### config.mk
export PLATFORM = sky130hd
export DESIGN_NAME = diffeq_operand_tx
export DESIGN_NICKNAME = d
export VERILOG_FILES = /design/src/rtl/diffeq_operand_tx_pkg.sv /design/src/rtl/diffeq_operand_tx_operand_buf.sv /design/src/rtl/diffeq_operand_tx.sv
export SDC_FILE = /design/constraint.sdc
export NUM_CORES = 1
export LEC_CHECK = 0
export BUFFER_PORTS_ARGS = -buffer_cell sky130_fd_sc_hd__buf_2
export CORE_MARGIN = 5
export CORE_UTILIZATION = 50
export DETAILED_ROUTE_END_ITERATION = 8
export PLACE_DENSITY_LB_ADDON = 0.05
export SLEW_MARGIN = 20
export SYNTH_ARGS = -nofsm -noshare
export SYNTH_HDL_FRONTEND = slang
export SYNTH_SLANG_ARGS = --single-unit
### constraint.sdc
create_clock -name clk -period 4.5 [get_ports clk]
set_input_delay 0.9 -clock clk [delete_from_list [all_inputs] [get_ports clk]]
set_output_delay 0.9 -clock clk [all_outputs]
set_load 0.02 [all_outputs]
### src/rtl/diffeq_operand_tx_pkg.sv
// rtl/diffeq_operand_tx_pkg.sv - shared state encodings and constants for the operand transmitter
package diffeq_operand_tx_pkg;

   localparam int NIB_W_DEF = 4;
   localparam int GAP_MAX   = 15;

   // Transmitter FSM states
   typedef enum logic [2:0] {
      T_IDLE  = 3'd0,
      T_LD_X  = 3'd1,
      T_LD_DX = 3'd2,
      T_LD_A  = 3'd3,
      T_LD_U  = 3'd4,
      T_GAP   = 3'd5,
      T_START = 3'd6
   } tx_state_t;

   // Datapath controller states, kept here so both sides agree on encodings
   typedef enum logic [1:0] {
      S_IDLE = 2'd0,
      S_LOAD = 2'd1,
      S_RUN  = 2'd2,
      S_DONE = 2'd3
   } dp_state_t;

   // Fixed operand order: x, dx, a, u, then start
   function automatic tx_state_t next_load(input tx_state_t s);
      case (s)
         T_LD_X:  return T_LD_DX;
         T_LD_DX: return T_LD_A;
         T_LD_A:  return T_LD_U;
         default: return T_START;
      endcase
   endfunction

endpackage

### src/rtl/diffeq_operand_tx_operand_buf.sv
// rtl/diffeq_operand_tx_operand_buf.sv - pending operand-set register with full flag
module diffeq_operand_tx_operand_buf #(
   parameter int W = 16
) (
   input  logic         clk,
   input  logic         reset_n,
   input  logic         i_load,
   input  logic         i_clear,
   input  logic         i_abort,
   input  logic [W-1:0] i_d,
   output logic [W-1:0] o_q,
   output logic         o_full
);

   logic [W-1:0] r_data;
   logic         r_full;

   // Full flag: abort wins; load only happens when empty and clear only when full
   always_ff @(posedge clk or negedge reset_n) begin
      if (!reset_n) begin
         r_full <= 1'b0;
      end else if (i_abort) begin
         r_full <= 1'b0;
      end else if (i_load) begin
         r_full <= 1'b1;
      end else if (i_clear) begin
         r_full <= 1'b0;
      end
   end

   // Capture the offered set on an accepted handshake
   always_ff @(posedge clk or negedge reset_n) begin
      if (!reset_n) begin
         r_data <= '0;
      end else if (i_load) begin
         r_data <= i_d;
      end
   end

   assign o_q    = r_data;
   assign o_full = r_full;

endmodule

### src/rtl/diffeq_operand_tx.sv
// rtl/diffeq_operand_tx.sv - double-buffered operand streamer onto the datapath nibble bus
module diffeq_operand_tx
   import diffeq_operand_tx_pkg::*;
#(
   parameter int NIB_W      = NIB_W_DEF,
   parameter int GAP_CYCLES = 0
) (
   input  logic             clk,
   input  logic             reset_n,
   input  logic             op_valid,
   output logic             op_ready,
   input  logic [NIB_W-1:0] op_x,
   input  logic [NIB_W-1:0] op_dx,
   input  logic [NIB_W-1:0] op_a,
   input  logic [NIB_W-1:0] op_u,
   input  logic             dp_ready,
   input  logic             abort,
   output logic [NIB_W-1:0] in_nib,
   output logic             load_x,
   output logic             load_dx,
   output logic             load_a,
   output logic             load_u,
   output logic             start,
   output logic             busy
);

   localparam int SET_W = 4 * NIB_W;
   localparam logic [3:0] C_GAP_INIT = (GAP_CYCLES > 0) ? 4'(GAP_CYCLES - 1) : 4'd0;

   tx_state_t        r_state;
   tx_state_t        r_ret;
   logic [3:0]       r_gap_cnt;
   logic [SET_W-1:0] r_active;

   tx_state_t        w_next;
   tx_state_t        w_ret_nxt;
   logic [3:0]       w_cnt_nxt;
   logic [SET_W-1:0] w_pend;
   logic             w_full;
   logic             w_hs;
   logic             w_go;

   assign op_ready = !w_full && !abort;
   assign w_hs     = op_valid && op_ready;
   assign w_go     = (r_state == T_IDLE) && w_full && dp_ready && !abort;

   diffeq_operand_tx_operand_buf #(
      .W (SET_W)
   ) u_pend (
      .clk     (clk),
      .reset_n (reset_n),
      .i_load  (w_hs),
      .i_clear (w_go),
      .i_abort (abort),
      .i_d     ({op_x, op_dx, op_a, op_u}),
      .o_q     (w_pend),
      .o_full  (w_full)
   );

   // State, gap return target and gap counter registers
   always_ff @(posedge clk or negedge reset_n) begin
      if (!reset_n) begin
         r_state   <= T_IDLE;
         r_ret     <= T_IDLE;
         r_gap_cnt <= '0;
      end else begin
         r_state   <= w_next;
         r_ret     <= w_ret_nxt;
         r_gap_cnt <= w_cnt_nxt;
      end
   end

   // Active set is copied from pending as the stream begins
   always_ff @(posedge clk or negedge reset_n) begin
      if (!reset_n) begin
         r_active <= '0;
      end else if (w_go) begin
         r_active <= w_pend;
      end
   end

   // Next-state logic; abort overrides everything and returns to idle
   always_comb begin
      w_next    = r_state;
      w_ret_nxt = r_ret;
      w_cnt_nxt = r_gap_cnt;
      if (abort) begin
         w_next    = T_IDLE;
         w_ret_nxt = T_IDLE;
         w_cnt_nxt = '0;
      end else begin
         case (r_state)
            T_IDLE: begin
               if (w_go) w_next = T_LD_X;
            end
            T_LD_X, T_LD_DX, T_LD_A, T_LD_U: begin
               if (GAP_CYCLES > 0) begin
                  w_next    = T_GAP;
                  w_ret_nxt = next_load(r_state);
                  w_cnt_nxt = C_GAP_INIT;
               end else begin
                  w_next = next_load(r_state);
               end
            end
            T_GAP: begin
               if (r_gap_cnt == 4'd0) begin
                  w_next = r_ret;
               end else begin
                  w_cnt_nxt = r_gap_cnt - 4'd1;
               end
            end
            T_START: w_next = T_IDLE;
            default: w_next = T_IDLE;
         endcase
      end
   end

   // Moore output decode: one strobe at a time, bus zero outside strobes
   always_comb begin
      load_x  = 1'b0;
      load_dx = 1'b0;
      load_a  = 1'b0;
      load_u  = 1'b0;
      start   = 1'b0;
      in_nib  = '0;
      case (r_state)
         T_LD_X: begin
            load_x = 1'b1;
            in_nib = r_active[3*NIB_W +: NIB_W];
         end
         T_LD_DX: begin
            load_dx = 1'b1;
            in_nib  = r_active[2*NIB_W +: NIB_W];
         end
         T_LD_A: begin
            load_a = 1'b1;
            in_nib = r_active[NIB_W +: NIB_W];
         end
         T_LD_U: begin
            load_u = 1'b1;
            in_nib = r_active[0 +: NIB_W];
         end
         T_START: start = 1'b1;
         default: ;
      endcase
   end

   assign busy = (r_state != T_IDLE);

endmodule

==> impl_metrics.yaml, run 1 <==
status:
  status: "finished, final reports clean"
logic_synthesis:
  netlist_top_cells_area: "dfrtp_1, mux2_2, mux2_4"
  ys_async_sr_fraction_pct: 100
  synthFlopType: "dfrtp_1"
  netlist_area_um2: 1870
  synth-edff-count: 0
  synth.top_cell.area_share_pct: 53.5
  synth_cell_types: 31
  syn_area_per_cell_um2: 13.7
  ys_ff_latch: 40
  yosys.area.top_type: "dfrtp_1"
  yosys_warnings: 0
  syn-num-nets: 160
  syn_inst: 137
  synth_seq_area_share_pct: 53.5
clocking:
  path_clk_slew_ns: 0.07
  post_cts_buffers: 0
  clock_latency_ns: 0.28
  clock_sinks: 40
  cts-htree-levels: 2
  cts_root_buf: "clkbuf_8"
  cts_tree: "done"
  cts_buffers: 5
  cts-resized-gates: 0
  cts_hold_buffers: 0
  cts.path.max_buffers: 2
hold_path:
  hold_path.class: "flop to flop"
  hold_depth: 1
  hold_path_end: "r_active[15]$_DFFE_PN0P_"
  hold_start: "u_pend.o_q[15]$_DFFE_PN0P_"
setup_path:
  crit_slowest_cell: "dfrtp_1"
  crit_arrival_ns: 1.91
  r2r_end: "r_active[11]$_DFFE_PN0P_"
  worstPathCellList: "nor2b_1, a22oi_1, o22ai_1, buf_2"
  start_kind: "flop"
  critPathCaptureType: "primary output"
  slowest_delay_ns: 0.68
  worstSetupPathType: "flop to primary output"
  crit_fanout: 12
  reg2reg_slack_ns: 2.71
  required_ns: 3.60
  r2r-start: "r_state[0]$_DFFE_PN0P_"
  r2r_cells: 3
placed_design:
  port_buffers: 31
  place_inst: 209
  dpl.hpwl_mm: 2.48
  gp_congestion: 0.729
  dp_worst_setup_slack_ns: 2.01
power_and_ir_drop:
  p_comb_share_pct: 21.0
  power.leakage_nw: 1.03
  switching_share_pct: 26.5
  powerDensity_nw_per_um2: 447
  p_int_w: 0.000693
  ir_drop_mv: 0.206
  p_clk_share_pct: 23.2
  p_switching_w: 0.000249
  seq_power_share_pct: 55.7
timing:
  hold_viol_final: 0
  timing.final.crit_share_pct: 62.5
  timing.fmax_ghz: 0.356
  finalSetupViolations: 0
  min_period_ns: 2.81
  hold_ws_ns: 0.504
  slew_headroom_pct: 41.9
  setup_slack_ns: 1.69
  worst_slew_pin_slew_ns: 0.872
  slew_violations: 0
  clock_skew_ns: 0.00167
  timing.setup.tns_ns: 0
  grt_setup_unrepaired: "no"
grt:
  grt_first_pass_wirelength_mm: 5.87
  met3_usage_pct: 4.55
  busiest_layer: "met2"
  globalRouteMet1Util_pct: 19.2
  grt_overflow_total: 0
  grt_pass1_vias: 1210
  antenna_found_initial: 0
  grt_max_degree: 41
  grt_usage_pct: 15.0
  grt_util_met2_pct: 24.4
drt:
  totalWireLength_mm: 3.37
  drc: 0
  post_drt_wl_per_cell_um: 15.6
  vias: 1130
  drt_iter0_markers: 23
  dr.pass1.iters: 4
  ant_nets: 0
  vias_per_cell: 5.23
layout:
  register_area_um2: 1000
  drive_gt1_share_pct: 44.0
  multi_input_area_um2: 793
  final.fill_count: 336
  final_nets: 191
  area_growth_syn_to_layout_pct: 12.6
  n_antenna_cell: 0
  fin_cells: 216
floorplan:
  die_x_um: 71.2
  die_h_um: 71.2
  num_rows: 22
  fp.coreArea_um2: 3630
  num_io_pins: 32
  design.die.area_um2: 5060
  initial_core_util_pct: 51.5
run:
  cap_violations: 0
==> sequential cells by signal, summed over array words and instances, names as in the netlist <==
register       cells
u_pend.o_q        16
r_state            3
r_active          16
u_pend.o_full      1
r_gap_cnt          4
==> layer usage <==
layer	up-vias	wire length, um
met4	0	19
met2	23	1700
li1	548	-
met3	2	147
met5	-	0
met1	557	1510
==> synth_stat cells (2+ instances only) <==
library cell / number
nor2b_1: 4
or3_1: 2
ha_1: 2
nor3b_1: 2
a21oi_1: 5
o22ai_1: 4
buf_6: 3
o21ai_0: 3
mux2_4: 10
a22oi_1: 4
mux2i_1: 4
dfrtp_1: 40
buf_4: 2
nor2_1: 6
and2_1: 3
or4_1: 2
inv_1: 5
mux2_2: 23
==> cell families (layout without fill, tap and decap cells) <==
family,after synthesis,after routing,share of synthesized area (%)
multiplexers,37,37,24.0
buffers and inverters,12,43,4.08
flip-flops,40,40,53.5
AO/OA/AOI/OAI,20,20,6.76
adder cells (fa/ha/maj),2,2,1.34
AND/OR/NAND/NOR,26,26,10.3
==> worst max path at each step <==
stage	startpoint	end	slack, ns	cells after the start
after CTS	r_state[0]$_DFFE_PN0P_	in_nib[3]	1.68	4
final	r_state[0]$_DFFE_PN0P_	in_nib[0]	1.69	4
after floorplan	abort	u_pend.o_q[10]$_DFFE_PN0P_	2.20	6
after detailed placement	r_state[0]$_DFFE_PN0P_	in_nib[3]	2.01	4
after global routing	r_state[0]$_DFFE_PN0P_	in_nib[1]	1.52	4
after global placement	r_state[0]$_DFFE_PN0P_	in_nib[2]	2.07	4
==> placed cells by master (no fill, tap or decap), types with 2 or more instances in the layout <==
master | synthesis | final
nor2b_1 | 4 | 4
ha_1 | 2 | 2
a21oi_1 | 5 | 5
o21ai_0 | 3 | 3
nor2_1 | 6 | 6
dfrtp_1 | 40 | 40
mux2_2 | 23 | 23
o22ai_1 | 4 | 4
a22oi_1 | 4 | 4
mux2_4 | 10 | 10
nor3b_1 | 2 | 2
buf_2 | 1 | 31
or4_1 | 2 | 2
clkbuf_8 | 0 | 5
and2_1 | 3 | 3
inv_1 | 5 | 5
or3_1 | 2 | 2
mux2i_1 | 4 | 4
==> stage by stage <==
stage	instance area, um2	util (%)	total power (W)
2_1_floorplan	1870	-	0.000671
3_3_place_gp	2030	55.8	0.000726
3_5_place_dp	2030	55.8	0.000735
4_1_cts	2110	58.0	0.000954
5_1_grt	2110	58.0	0.00100
6_report	2110	58.0	0.000942
==> layout make-up <==
type	instances	area share, %
Sequential cell	40	47.5
Tap cell	48	2.85
Clock buffer	6	3.45
Multi-Input combinational cell	85	37.7
Timing Repair Buffer	31	7.37
Clock inverter	1	0.238
Inverter	5	0.891
==> power groups by stage <==
stage | registers [W] | clock network, W | logic (W)
global route | 0.000541 | 0.000243 | 0.000219
global placement | 0.000532 | 0 | 0.000194
finish | 0.000525 | 0.000219 | 0.000198
CTS | 0.000528 | 0.000224 | 0.000202
floorplan | 0.000502 | 0 | 0.000169
detailed placement | 0.000533 | 0 | 0.000202
==> critical path, delay by kind of cell, from the launching register on <==
kind | cells | cell delay [ns]
and+or+nand+nor | 1 | 0.40
buffers and inverters | 1 | 0.20
DFF | 1 | 0.68
AOI/OAI and AO/OA | 2 | 0.34
No activity file was read; power rests on OpenSTA's default activity.
==> inputs of run 2 (changes only) <==
--- a/config.mk
+++ b/config.mk
@@ -7,7 +7,7 @@
 export LEC_CHECK = 0
 export BUFFER_PORTS_ARGS = -buffer_cell sky130_fd_sc_hd__buf_2
 export CORE_MARGIN = 5
-export CORE_UTILIZATION = 50
+export CORE_UTILIZATION = 49
 export DETAILED_ROUTE_END_ITERATION = 8
 export PLACE_DENSITY_LB_ADDON = 0.05
 export SLEW_MARGIN = 20
==> constraint.sdc (replaced) <==
create_clock -name clk -period 2.4 [get_ports clk]
set_input_delay 0.48 -clock clk [delete_from_list [all_inputs] [get_ports clk]]
set_output_delay 0.48 -clock clk [all_outputs]
set_load 0.02 [all_outputs]
==> impl_metrics.yaml, run 2 (synthesized netlist as in run 1, its figures left out) <==
setup_path:
  crit_slowest_cell: "dfrtp_1"
  critPathCaptureType: "primary output"
  worstPathCellList: "nor2b_1, a22oi_1, o22ai_1, buf_2"
  slowest_delay_ns: 0.55
  r2r_end: "r_active[7]$_DFFE_PN0P_"
  start_kind: "flop"
  crit_fanout: 9
  r2r_cells: 3
  required_ns: 1.92
  reg2reg_slack_ns: 0.64
  crit_arrival_ns: 1.75
  r2r-start: "r_state[1]$_DFFE_PN0P_"
  worstSetupPathType: "flop to primary output"
timing:
  finalSetupViolations: 0
  slew_headroom_pct: 43.4
  setup_slack_ns: 0.167
  worst_slew_pin_slew_ns: 0.849
  timing.final.crit_share_pct: 93.1
  timing.setup.tns_ns: 0
  timing.fmax_ghz: 0.448
  min_period_ns: 2.23
  clock_skew_ns: 0.00398
  hold_viol_final: 0
  grt_setup_unrepaired: "no"
  slew_violations: 0
placed_design:
  port_buffers: 31
  place_area_um2: 2040
  dpl.hpwl_mm: 2.48
  dp_worst_setup_slack_ns: 0.461
  gp_congestion: 0.789
drt:
  ant_nets: 0
  vias: 1161
  drt_iter0_markers: 39
  vias_per_cell: 5.30
  dr.pass1.iters: 4
  drc: 0
  post_drt_wl_per_cell_um: 15.2
  totalWireLength_mm: 3.33
power_and_ir_drop:
  p_switching_w: 0.000470
  switching_share_pct: 24.2
  p_clk_share_pct: 30.2
  ir_drop_mv: 0.458
  powerDensity_nw_per_um2: 894
  power.leakage_nw: 1.06
  p_comb_share_pct: 19.3
  seq_power_share_pct: 50.5
  p_int_w: 0.00147
grt:
  grt_first_pass_wirelength_mm: 5.70
  antenna_found_initial: 0
  grt_max_degree: 41
  grt_overflow_total: 0
  grt_pass1_vias: 1218
  grt_usage_pct: 14.2
clocking:
  cts.path.max_buffers: 2
  cts_buffers: 5
  path_clk_slew_ns: 0.07
  cts-htree-levels: 2
  cts-resized-gates: 0
  cts_root_buf: "clkbuf_8"
  cts_hold_buffers: 0
  cts_tree: "done"
  clock_sinks: 40
  post_cts_buffers: 0
  clock_latency_ns: 0.28
layout:
  final_nets: 193
  final.fill_count: 330
  n_antenna_cell: 0
  fin_area_um2: 2170
  final_util_pct: 58.8
  drive_gt1_share_pct: 45.6
  area_growth_syn_to_layout_pct: 16.0
  mostFrequentLayoutCell: "dfrtp_1"
  final_cell_mix: "dfrtp_1, buf_2, mux2_2"
floorplan:
  num_rows: 22
  design.die.area_um2: 5150
  die_x_um: 71.8
  num_io_pins: 32
  die_h_um: 71.8
  fp.coreArea_um2: 3690
  initial_core_util_pct: 50.7
hold_path:
  hold_path.class: "primary input to async pin"
status:
  status: "finished, final reports clean"
run:
  cap_violations: 0
run 2: cell count changes in the layout (fill, tap and decap cells not counted), sizes merged:
cell / before / now
clkbuf: 6 / 7
clkinv: 1 / 0
bufinv: 0 / 1
buf: 31 / 33
run 2: cell type report:
class	count	area, um2	share of cell area [%]
Clock inverter	1	30.0	1.38
Inverter	5	18.8	0.865
Multi-Input combinational cell	85	793	36.6
Sequential cell	40	1000	46.1
Timing Repair Buffer	33	170	7.84
Clock buffer	7	96.3	4.44
Tap cell	48	60.1	2.77
run 2: worst max-delay path by stage:
stage                                 startpoint  cells after the start                          to  slack [ns]
after floorplan                            abort                      6  u_pend.o_q[10]$_DFFE_PN0P_        0.52
after global placement    r_state[2]$_DFFE_PN0P_                      4                   in_nib[2]        0.49
after detailed placement  r_state[2]$_DFFE_PN0P_                      4                   in_nib[1]        0.46
after CTS                 r_state[2]$_DFFE_PN0P_                      4                   in_nib[3]        0.14
after global routing      r_state[2]$_DFFE_PN0P_                      4                   in_nib[0]        0.02
final                     r_state[2]$_DFFE_PN0P_                      4                   in_nib[1]        0.17
run 2: stage by stage:
step	std cells	total power, W	hold WS, ns
after global placement	211	0.00136	0.488
after CTS	219	0.00197	0.338
final	219	0.00194	0.301
after detailed placement	211	0.00138	0.493
after global routing	219	0.00205	0.398
after floorplan	137	0.00126	0.184
run 2: per-layer routing:
metal | share of wire, % | global-route usage, %
met1 | 46 | 18.7
met2 | 47 | 22.3
met3 | 6.1 | 3.51
met4 | 1.5 | 5.85
met5 | 0 | 0
run 2: worst max-delay path, delay by kind of cell, from the launching register on:
| kind | cells | cell delay [ns] |
|---|---|---|
| and+or+nand+nor | 1 | 0.43 |
| buffers and inverters | 1 | 0.19 |
| AOI/OAI and AO/OA | 2 | 0.30 |
| DFF | 1 | 0.55 |
run 2: power groups by stage:
stage	combinational (W)	clock [W]	sequential, W
after floorplan	0.000317	0	0.000941
after global placement	0.000370	0	0.000987
after detailed placement	0.000383	0	0.000996
after CTS	0.000383	0.000600	0.000982
after global routing	0.000412	0.000632	0.00101
final	0.000375	0.000586	0.000980
